**src/rtl/hist_pkg.sv**
```systemverilog
// Shared types and defaults for the histogram statistics reader.
// The result struct is sized for the widest supported configuration
// (ADDR_W, CNT_W up to 16); instances zero-extend into it and the top
// slices back down to its own widths.
// Optional feature macro: HIST_STATS_MIN_EN (minimum bin/count tracking).
package hist_pkg;

  localparam int HIST_ADDR_W     = 7;
  localparam int HIST_CNT_W      = 7;

  localparam int HIST_RES_ADDR_W = 16;
  localparam int HIST_RES_CNT_W  = 16;
  localparam int HIST_RES_TOT_W  = HIST_RES_ADDR_W + HIST_RES_CNT_W;

  typedef enum logic [1:0] {
    IDLE  = 2'd0,
    READ  = 2'd1,
    DRAIN = 2'd2,
    DONE  = 2'd3
  } hist_state_e;

  typedef struct packed {
    logic [HIST_RES_ADDR_W-1:0] peak_bin;
    logic [HIST_RES_CNT_W-1:0]  peak_count;
    logic [HIST_RES_TOT_W-1:0]  total;
    logic [HIST_RES_ADDR_W:0]   nonzero_bins;
  } hist_result_t;

endpackage

```
**src/rtl/hist_stats_acc.sv**
```systemverilog
// Capture-side datapath: folds each returned bin count into the running
// peak / total / non-zero statistics. 'clear' restarts a scan and wins
// over 'valid'. Optional macro HIST_STATS_MIN_EN adds minimum tracking.
module hist_stats_acc
  import hist_pkg::*;
#(
  parameter int ADDR_W = HIST_ADDR_W,
  parameter int CNT_W  = HIST_CNT_W
) (
  input  logic              CLK,
  input  logic              RST,
  input  logic              clear,
  input  logic              valid,
  input  logic [ADDR_W-1:0] addr,
  input  logic [CNT_W-1:0]  data,
`ifdef HIST_STATS_MIN_EN
  output logic [ADDR_W-1:0] min_bin,
  output logic [CNT_W-1:0]  min_count,
`endif
  output hist_result_t      result
);

  localparam int TOT_W = ADDR_W + CNT_W;

  logic [ADDR_W-1:0] peak_bin_r;
  logic [CNT_W-1:0]  peak_count_r;
  logic [TOT_W-1:0]  total_r;
  logic [ADDR_W:0]   nonzero_r;

  logic [ADDR_W-1:0] peak_bin_s;
  logic [CNT_W-1:0]  peak_count_s;
  logic [TOT_W-1:0]  total_s;
  logic [ADDR_W:0]   nonzero_s;

  // Next-state of the peak/total/non-zero accumulators.
  always_comb begin
    peak_bin_s   = peak_bin_r;
    peak_count_s = peak_count_r;
    total_s      = total_r;
    nonzero_s    = nonzero_r;
    if (clear) begin
      peak_bin_s   = {ADDR_W{1'b0}};
      peak_count_s = {CNT_W{1'b0}};
      total_s      = {TOT_W{1'b0}};
      nonzero_s    = {(ADDR_W+1){1'b0}};
    end else if (valid) begin
      total_s = total_r + TOT_W'(data);
      if (data != {CNT_W{1'b0}}) begin
        nonzero_s = nonzero_r + (ADDR_W+1)'(1'b1);
      end else begin
        nonzero_s = nonzero_r;
      end
      // Strictly greater: on a tie the earlier (lower) bin is kept.
      if (data > peak_count_r) begin
        peak_count_s = data;
        peak_bin_s   = addr;
      end else begin
        peak_count_s = peak_count_r;
        peak_bin_s   = peak_bin_r;
      end
    end else begin
      total_s = total_r;
    end
  end

  // Accumulator registers; reset clears everything.
  always_ff @(posedge CLK or negedge RST) begin
    if (!RST) begin
      peak_bin_r   <= {ADDR_W{1'b0}};
      peak_count_r <= {CNT_W{1'b0}};
      total_r      <= {TOT_W{1'b0}};
      nonzero_r    <= {(ADDR_W+1){1'b0}};
    end else begin
      peak_bin_r   <= peak_bin_s;
      peak_count_r <= peak_count_s;
      total_r      <= total_s;
      nonzero_r    <= nonzero_s;
    end
  end

`ifdef HIST_STATS_MIN_EN
  logic [ADDR_W-1:0] min_bin_r;
  logic [CNT_W-1:0]  min_count_r;
  logic [ADDR_W-1:0] min_bin_s;
  logic [CNT_W-1:0]  min_count_s;

  // Next-state of the minimum tracker; a scan starts from all-ones.
  always_comb begin
    min_bin_s   = min_bin_r;
    min_count_s = min_count_r;
    if (clear) begin
      min_bin_s   = {ADDR_W{1'b0}};
      min_count_s = {CNT_W{1'b1}};
    end else if (valid && (data < min_count_r)) begin
      min_bin_s   = addr;
      min_count_s = data;
    end else begin
      min_bin_s   = min_bin_r;
      min_count_s = min_count_r;
    end
  end

  // Minimum registers; reset value is zero, not all-ones.
  always_ff @(posedge CLK or negedge RST) begin
    if (!RST) begin
      min_bin_r   <= {ADDR_W{1'b0}};
      min_count_r <= {CNT_W{1'b0}};
    end else begin
      min_bin_r   <= min_bin_s;
      min_count_r <= min_count_s;
    end
  end

  assign min_bin   = min_bin_r;
  assign min_count = min_count_r;
`endif

  // Pack the registered statistics into the shared result struct.
  always_comb begin
    result              = '{default: 1'b0};
    result.peak_bin     = HIST_RES_ADDR_W'(peak_bin_r);
    result.peak_count   = HIST_RES_CNT_W'(peak_count_r);
    result.total        = HIST_RES_TOT_W'(total_r);
    result.nonzero_bins = (HIST_RES_ADDR_W+1)'(nonzero_r);
  end

endmodule

```
**src/rtl/histogram_stats_reader.sv**
```systemverilog
// Sweeps every bin of the histogram memory through a 1-cycle-latency read
// port after 'start' and reports peak bin/count, total and non-zero bins.
// Results hold until the next start. rd_en is decoded from the registered
// state and ENA so a stalled cycle issues no read in that same cycle.
// Optional macro HIST_STATS_MIN_EN adds min_bin / min_count outputs.
module histogram_stats_reader
  import hist_pkg::*;
#(
  parameter  int ADDR_W = HIST_ADDR_W,
  parameter  int CNT_W  = HIST_CNT_W,
  localparam int TOT_W  = ADDR_W + CNT_W
) (
  input  logic              CLK,
  input  logic              RST,
  input  logic              ENA,
  input  logic              start,
  output logic              rd_en,
  output logic [ADDR_W-1:0] rd_addr,
  input  logic [CNT_W-1:0]  rd_data,
  output logic              busy,
  output logic              done,
  output logic [ADDR_W-1:0] peak_bin,
  output logic [CNT_W-1:0]  peak_count,
  output logic [TOT_W-1:0]  total,
`ifdef HIST_STATS_MIN_EN
  output logic [ADDR_W-1:0] min_bin,
  output logic [CNT_W-1:0]  min_count,
`endif
  output logic [ADDR_W:0]   nonzero_bins
);

  localparam logic [ADDR_W-1:0] LAST_ADDR = {ADDR_W{1'b1}};

  hist_state_e       state_r;
  hist_state_e       state_s;
  logic [ADDR_W-1:0] rd_addr_r;
  logic              busy_r;
  logic              done_r;
  logic              cap_vld_r;
  logic [ADDR_W-1:0] cap_addr_r;
  logic              rd_en_s;
  logic              scan_start_s;
  hist_result_t      acc_res_s;
  logic              unused_res_s;

  // State register.
  always_ff @(posedge CLK or negedge RST) begin
    if (!RST) begin
      state_r <= IDLE;
    end else begin
      state_r <= state_s;
    end
  end

  // Next-state decode; DRAIN waits for the final capture to land.
  always_comb begin
    state_s = state_r;
    case (state_r)
      IDLE: begin
        if (start) state_s = READ;
        else       state_s = IDLE;
      end
      READ: begin
        if (ENA && (rd_addr_r == LAST_ADDR)) state_s = DRAIN;
        else                                 state_s = READ;
      end
      DRAIN: begin
        if (!cap_vld_r) state_s = DONE;
        else            state_s = DRAIN;
      end
      DONE: begin
        if (start) state_s = READ;
        else       state_s = DONE;
      end
      default: state_s = IDLE;
    endcase
  end

  // Output/control decode from the current state.
  always_comb begin
    rd_en_s      = 1'b0;
    scan_start_s = 1'b0;
    case (state_r)
      IDLE:    scan_start_s = start;
      READ:    rd_en_s      = ENA;
      DRAIN:   rd_en_s      = 1'b0;
      DONE:    scan_start_s = start;
      default: rd_en_s      = 1'b0;
    endcase
  end

  // Address generator: restarts at 0, steps per issued read, never wraps.
  always_ff @(posedge CLK or negedge RST) begin
    if (!RST) begin
      rd_addr_r <= {ADDR_W{1'b0}};
    end else if (scan_start_s) begin
      rd_addr_r <= {ADDR_W{1'b0}};
    end else if (rd_en_s && (rd_addr_r != LAST_ADDR)) begin
      rd_addr_r <= rd_addr_r + ADDR_W'(1'b1);
    end else begin
      rd_addr_r <= rd_addr_r;
    end
  end

  // Registered busy/done status, derived from where the FSM is heading.
  always_ff @(posedge CLK or negedge RST) begin
    if (!RST) begin
      busy_r <= 1'b0;
      done_r <= 1'b0;
    end else begin
      busy_r <= (state_s == READ) || (state_s == DRAIN);
      done_r <= (state_s == DONE);
    end
  end

  // One-stage pipeline pairing each read with its address for capture.
  always_ff @(posedge CLK or negedge RST) begin
    if (!RST) begin
      cap_vld_r  <= 1'b0;
      cap_addr_r <= {ADDR_W{1'b0}};
    end else begin
      cap_vld_r  <= rd_en_s;
      cap_addr_r <= rd_addr_r;
    end
  end

  hist_stats_acc #(
    .ADDR_W (ADDR_W),
    .CNT_W  (CNT_W)
  ) u_acc (
    .CLK       (CLK),
    .RST       (RST),
    .clear     (scan_start_s),
    .valid     (cap_vld_r),
    .addr      (cap_addr_r),
    .data      (rd_data),
`ifdef HIST_STATS_MIN_EN
    .min_bin   (min_bin),
    .min_count (min_count),
`endif
    .result    (acc_res_s)
  );

  assign rd_en        = rd_en_s;
  assign rd_addr      = rd_addr_r;
  assign busy         = busy_r;
  assign done         = done_r;
  assign peak_bin     = acc_res_s.peak_bin[ADDR_W-1:0];
  assign peak_count   = acc_res_s.peak_count[CNT_W-1:0];
  assign total        = acc_res_s.total[TOT_W-1:0];
  assign nonzero_bins = acc_res_s.nonzero_bins[ADDR_W:0];
  // Upper struct bits are zero padding for this configuration.
  assign unused_res_s = ^acc_res_s;

endmodule

```
**config.mk**
```make
export PLATFORM = sky130hd
export DESIGN_NAME = histogram_stats_reader
export DESIGN_NICKNAME = d
export VERILOG_FILES = /design/src/rtl/hist_pkg.sv /design/src/rtl/hist_stats_acc.sv /design/src/rtl/histogram_stats_reader.sv
export SDC_FILE = /design/constraint.sdc
export NUM_CORES = 1
export LEC_CHECK = 0
export CORE_MARGIN = 3
export CORE_UTILIZATION = 47
export DETAILED_ROUTE_END_ITERATION = 6
export PLACE_DENSITY = 0.75
export SYNTH_ARGS = -nofsm -noshare
export SYNTH_HDL_FRONTEND = slang
export SYNTH_SLANG_ARGS = --single-unit
```
**constraint.sdc**
```tcl
create_clock -name CLK -period 1.9 [get_ports CLK]
set_input_delay 0.285 -clock CLK [delete_from_list [all_inputs] [get_ports CLK]]
set_output_delay 0.285 -clock CLK [all_outputs]
set_load 0.005 [all_outputs]
```
# Word-level counts from Yosys, hierarchy flattened
# Cells that the tools add are included.
# W data, S select, Z words.
# totals
reg_bits	55
input_bits	11
output_inout_bits	46
wordCells	54
# op_classes
n_addsub	3
magnitude_cmp	1
eq_ne	8
muxes	20
reduce_logical	12
# op_table
operator	count
$mux W7	8
$mux W14	2
$mux W8	3
$add A14 B7 Y14	1
$add A8 B1 Y8 const B	1
$eq A2 B2 Y1 const B	4
$pmux W2 S4	1
$reduce_bool A2 Y1	4
$add A7 B1 Y7 const B	1
$eq A7 B7 Y1 const B	1
$gt A7 B7 Y1	1
$ne A7 B7 Y1 const B	1
$reduce_bool A7 Y1	1
$eq A2 B1 Y1 const B	2
$mux W1	4
$mux W2	2
$reduce_and A2 Y1	2
$logic_and A1 B1 Y1	2
$logic_not A2 Y1	1
$reduce_or A2 Y1	1
$logic_or A1 B1 Y1	1

# Logic depth before layout (Yosys ltp)
# logic_depth
ltp_word	6
mapped_depth	9

# Hierarchy
# A second synthesis with hierarchy kept.
# hier_totals
cells_unflattened	316
hier_area_um2	3175.5
# by_module_without_submodules
module	instances	cells_each	area_each_um2	seq_area_each_um2
hist_stats_acc	1	252	2403.6	900.9
histogram_stats_reader	1	64	772.0	475.5

# Least setup slack after synthesis
# Ideal clock, no wire load.
# synth_path
kind	register to register
startpoint	register rd_addr_r[0], in the netlist rd_addr[0]
endpoint	register busy_r, in the netlist busy
arrival_ns	1.680
required_ns	1.774
slack_ns	0.094
path_stages_with_launch	8
path_buffers	0
path_cell_list	dfrtp_1 > ha_1 > and3_4 > and3_1 > nand3_1 > a221oi_1 > mux2i_1 > ha_1
# synth_between
elab_chain_cells	6
elab_cells_between_ends	7
# synth_lines
element	line_no	text
start, declared	histogram_stats_reader.sv:36	logic [ADDR_W-1:0] rd_addr_r;
start signal, assigned	histogram_stats_reader.sv:95	rd_addr_r <= {ADDR_W{1'b0}};
start signal, assigned	histogram_stats_reader.sv:97	rd_addr_r <= {ADDR_W{1'b0}};
start signal, assigned	histogram_stats_reader.sv:99	rd_addr_r <= rd_addr_r + ADDR_W'(1'b1);
$eq A7 B7 Y1 *	histogram_stats_reader.sv:64	if (ENA && (rd_addr_r == LAST_ADDR)) state_s = DRAIN;
$logic_and A1 B1 Y1 *	histogram_stats_reader.sv:64	
$mux W2 *	histogram_stats_reader.sv:64	
$pmux W2 S4 *	histogram_stats_reader.sv:58	case (state_r)
via state_s[0]	histogram_stats_reader.sv:35	hist_state_e state_s;
$eq A2 B1 Y1 or $eq A2 B2 Y1 (tied branches)	histogram_stats_reader.sv:111	busy_r <= (state_s == READ) || (state_s == DRAIN);
$logic_or A1 B1 Y1 *	histogram_stats_reader.sv:111	
end signal, assigned	histogram_stats_reader.sv:111	
end, declared	histogram_stats_reader.sv:37	logic busy_r;
# Mark *: on every way through the listed nets, which the timed path passes. The rest lies on a longest branch.
# A chain may end at the register's enable or synchronous reset.

# Worst setup path after layout
# layout_path
startpoint	register u_acc.total_r[0]
endpoint	register u_acc.total_r[10]
# layout_between
elab_chain_cells	3
# layout_lines
element	line_no	text
start, declared	hist_stats_acc.sv:27	logic [TOT_W-1:0] total_r;
start signal, assigned	hist_stats_acc.sv:71	total_r <= {TOT_W{1'b0}};
start signal, assigned	hist_stats_acc.sv:76	total_r <= total_s;
$add A14 B7 Y14	hist_stats_acc.sv:47	total_s = total_r + TOT_W'(data);
$mux W14	hist_stats_acc.sv:46	end else if (valid) begin
$mux W14	hist_stats_acc.sv:41	if (clear) begin
# Every way passes these cells. The select of a mux whose other input is x is not followed.

==> metrics.txt <==
# TYPE chip_impl_metric gauge
chip_impl_info{name="outcome",value="finished with violations"} 1
chip_impl_info{name="failed_checks",value="negative setup slack"} 1
chip_impl_metric{name="route.detailed.vias_per_inst",unit=""} 5.42
chip_impl_metric{name="gp_routability_congestion",unit=""} 0.814
chip_impl_metric{name="cts_made_buffers",unit=""} 5
chip_impl_info{name="hold_path_class",value="in -> reg"} 1
chip_impl_metric{name="synth_sequential_area_ratio",unit="%"} 47.8
chip_impl_metric{name="groute.usage.overall",unit="%"} 19.5
chip_impl_metric{name="placed_cells_incl_taps",unit=""} 420
chip_impl_info{name="worst_setup_path_class",value="reg -> reg"} 1
chip_impl_metric{name="final_util",unit="%"} 69.2
chip_impl_metric{name="syn_inst",unit=""} 274
chip_impl_info{name="critical_path.endpoint_type",value="flop"} 1
chip_impl_metric{name="timing.final.crit_period",unit="ns"} 1.95
chip_impl_info{name="netlist_top_cells_area",value="dfrtp_1, ha_1, nor2_1"} 1
chip_impl_metric{name="leakagePower",unit="nW"} 1.82
chip_impl_info{name="tritoncts",value="done"} 1
chip_impl_metric{name="yosysUniqueCellTypes",unit=""} 45
chip_impl_info{name="unrepaired_setup_endpoints_after_global_routing",value="true"} 1
chip_impl_metric{name="area_growth_syn_to_layout",unit="%"} 37.0
chip_impl_metric{name="dp.final_hpwl",unit="mm"} 4.76
chip_impl_metric{name="clock_sinks",unit=""} 55
chip_impl_metric{name="grt_pass1_wl",unit="mm"} 11.3
chip_impl_metric{name="die_height",unit="um"} 84.3
chip_impl_metric{name="max-clock-path-buffers",unit=""} 2
chip_impl_metric{name="design.core.area",unit="sq um"} 5710
chip_impl_metric{name="slew_viol_final",unit=""} 0
chip_impl_metric{name="worstMarginPinSlew",unit="ns"} 0.489
chip_impl_metric{name="final_layout_size_suffix_gt1_share",unit="%"} 20.4
chip_impl_metric{name="antenna_violating_nets_post_route",unit=""} 0
chip_impl_metric{name="timing.clock.skew",unit="ns"} 0.0151
chip_impl_metric{name="timing_hold_violations_final",unit=""} 0
chip_impl_metric{name="asyncSetResetFlopFracSynth",unit="%"} 100
chip_impl_metric{name="critical_path_arrival",unit="ns"} 2.18
chip_impl_metric{name="port_buffers",unit=""} 56
chip_impl_metric{name="powerDensity",unit="nW/um^2"} 1150
chip_impl_info{name="crit_path_start_kind",value="flop"} 1
chip_impl_metric{name="synth_nets",unit=""} 307
chip_impl_metric{name="die-area",unit="sq um"} 7110
chip_impl_metric{name="grt_pass1_vias",unit=""} 2354
chip_impl_metric{name="drt-total-wl",unit="mm"} 6.72
chip_impl_metric{name="htree_num_levels",unit=""} 2
chip_impl_metric{name="overflow",unit=""} 0
chip_impl_metric{name="ys_seq_elements",unit=""} 55
chip_impl_metric{name="fp.dieW",unit="um"} 84.3
chip_impl_metric{name="synth_top_area_share",unit="%"} 47.8
chip_impl_info{name="yosys_most_used_dff",value="dfrtp_1"} 1
chip_impl_metric{name="initial_core_util",unit="%"} 50.5
chip_impl_metric{name="clock_transition_at_the_registers_of_the_reported_paths",unit="ns"} 0.11
chip_impl_metric{name="firstDrtPassIters",unit=""} 4
chip_impl_metric{name="place_area",unit="sq um"} 3700
chip_impl_metric{name="setup_viol_count_final",unit=""} 2
chip_impl_metric{name="slew_headroom",unit="%"} 67.4
chip_impl_metric{name="setup_slack",unit="ns"} -0.0493
chip_impl_metric{name="post_synth.cell_area_avg",unit="sq um"} 10.5
chip_impl_metric{name="layout.cells.non_filler",unit=""} 435
chip_impl_metric{name="power.ir.vdd_worst",unit="mV"} 0.759
chip_impl_metric{name="io_pins",unit=""} 57
chip_impl_metric{name="finalCritPeriodShare",unit="%"} 103
chip_impl_metric{name="antennaDiodeCount",unit=""} 0
chip_impl_metric{name="worst_ep_required_time",unit="ns"} 2.13
chip_impl_metric{name="tns",unit="ns"} -0.0507
chip_impl_metric{name="vias",unit=""} 2359
chip_impl_metric{name="wire_per_inst",unit="um"} 15.5
chip_impl_metric{name="yosysWarningCount",unit=""} 0
chip_impl_metric{name="stdcell_area",unit="sq um"} 3950
chip_impl_info{name="ctsRootBufferMaster",value="clkbuf_8"} 1
chip_impl_metric{name="floorplan.rows",unit=""} 27
chip_impl_metric{name="fin_nets",unit=""} 395
chip_impl_metric{name="worstSkewPairLatency",unit="ns"} 0.31
chip_impl_metric{name="achievable-frequency",unit="GHz"} 0.513
chip_impl_metric{name="antenna_violations_before_repair",unit=""} 0
chip_impl_metric{name="synth_area",unit="sq um"} 2880
chip_impl_info{name="yosysTopAreaCell",value="dfrtp_1"} 1
chip_impl_metric{name="critical_path_peak_fanout",unit=""} 5
chip_impl_metric{name="max_cap_viols",unit=""} 0
chip_impl_metric{name="drt_first_iter_violations",unit=""} 131
chip_impl_metric{name="synth-edff-count",unit=""} 0
chip_impl_metric{name="drt_drc_violations_left",unit=""} 0
chip_impl_metric{name="largest_net_degree_at_the_start_of_global_routing",unit=""} 56
[worst paths after layout]
path	start	endpoint	slack, ns	cells past startpoint
max in group asynchronous	RST	u_acc.total_r[13]	1.15	3
setup reg to reg	u_acc.total_r[0]	u_acc.total_r[10]	-0.05	8
hold / removal	rd_data[5]	u_acc.peak_count_r[5]	0.33	3
setup / recovery	u_acc.total_r[0]	u_acc.total_r[10]	-0.05	8
hold reg to reg	cap_addr_r[3]	u_acc.peak_bin_r[3]	0.48	2
min in group asynchronous	RST	u_acc.peak_count_r[1]	0.48	3
[critical path, cell delays in order, from the launching register on]
cell and delay (ns):
dfrtp_1 0.38, ha_2 0.20, inv_2 0.04, fa_2 0.35, nor2b_4 0.12, o31a_1 0.33, o311ai_4 0.14, xor2_1 0.18
nor2_1 0.14
[flip-flops by register name, indices dropped and copies added (netlist names)]
name                flops
rd_addr                 7
u_acc.total_r          14
cap_vld_r               1
done                    1
cap_addr_r              7
u_acc.peak_count_r      7
busy                    1
u_acc.nonzero_r         8
u_acc.peak_bin_r        7
state_r                 2
[synth_stat cells, types with 2 or more instances]
library cell and count:
buf_6 3, ha_1 21, o21ai_0 3, o311ai_1 3
a21oi_1 10, nand3_1 18, nand2_1 19, nor3_1 3
a211oi_1 3, o31ai_2 6, clkbuf_1 2, o21ai_1 8
nand4_1 7, inv_1 15, mux2i_1 7, dfrtp_1 55
nor2_1 32, o21a_1 3, buf_1 2, xor2_1 13
a31oi_1 4, and3_1 6, o31a_1 2, buf_2 2
a41o_1 3, xnor2_1 5
[where the power goes]
group | total [mW] | internal (mW) | switching [mW]
sequential | 1.65 | 1.43 | 0.222
combinational | 2.21 | 1.16 | 1.05
clock | 0.691 | 0.299 | 0.392
total | 4.55 | 2.88 | 1.67
[timing repair]
action,CTS,global route
endpoints found under the hold margin,55,0
pin swaps,4,11
hold buffers,1,0
gates resized for setup,18,6
buffers inserted,1,5
endpoints found under the setup margin,9,13
[cell usage in the layout, fill, tap and decap left out, types with 3 or more instances in the layout]
cell / instances
a21oi_1: 10
nand4_1: 7
ha_1: 16
xor2_1: 13
clkdlybuf4s50_1: 48
inv_2: 3
a31oi_1: 4
nor2_1: 31
nor3_1: 3
clkbuf_8: 6
a41o_1: 3
and3_1: 5
o21a_1: 3
dfrtp_1: 55
nand3_1: 18
o21ai_1: 8
buf_4: 32
o31ai_2: 6
inv_1: 13
nand2_1: 19
ha_4: 3
xnor2_1: 5
dlygate4sd2_1: 5
mux2i_1: 7
[cells by family after synthesis]
logic type,after synthesis,synth area share (%)
fa+ha+maj,22,9.81
xor+xnor,18,5.47
buf+inv,26,4.39
mux,7,2.43
flops,55,47.8
compound gates,54,14.9
simple gates,92,15.2
[layer usage]
metal  track usage [%]  part of all wire, %  routed length [um]
met1              25.3                   44                2930
met2              31.7                   48                3230
met3              5.30                  5.9                 394
met4              6.43                  2.5                 170
met5                 0                    0                   0
[metrics by stage]
stage,power (mW),setup slack [ns],hold WS [ns]
floorplan,2.80,0.0941,-0.0106
global route,4.89,-0.181,0.345
global placement,3.68,-0.340,0.307
finish,4.55,-0.0493,0.334
CTS,4.52,0.0159,0.488
detailed placement,3.75,-0.417,0.307
[layout make-up]
| class | instances | area, sq um |
|---|---|---|
| well taps | 72 | 90.1 |
| fillers | 436 | 1760 |
| clock inverters | 2 | 16.3 |
| multi-input cells | 193 | 1480 |
| inverters | 16 | 60.1 |
| clock buffers | 6 | 82.6 |
| repair buffers | 91 | 845 |
| flip-flops and latches | 55 | 1380 |
No activity file was read; power rests on OpenSTA's default activity.
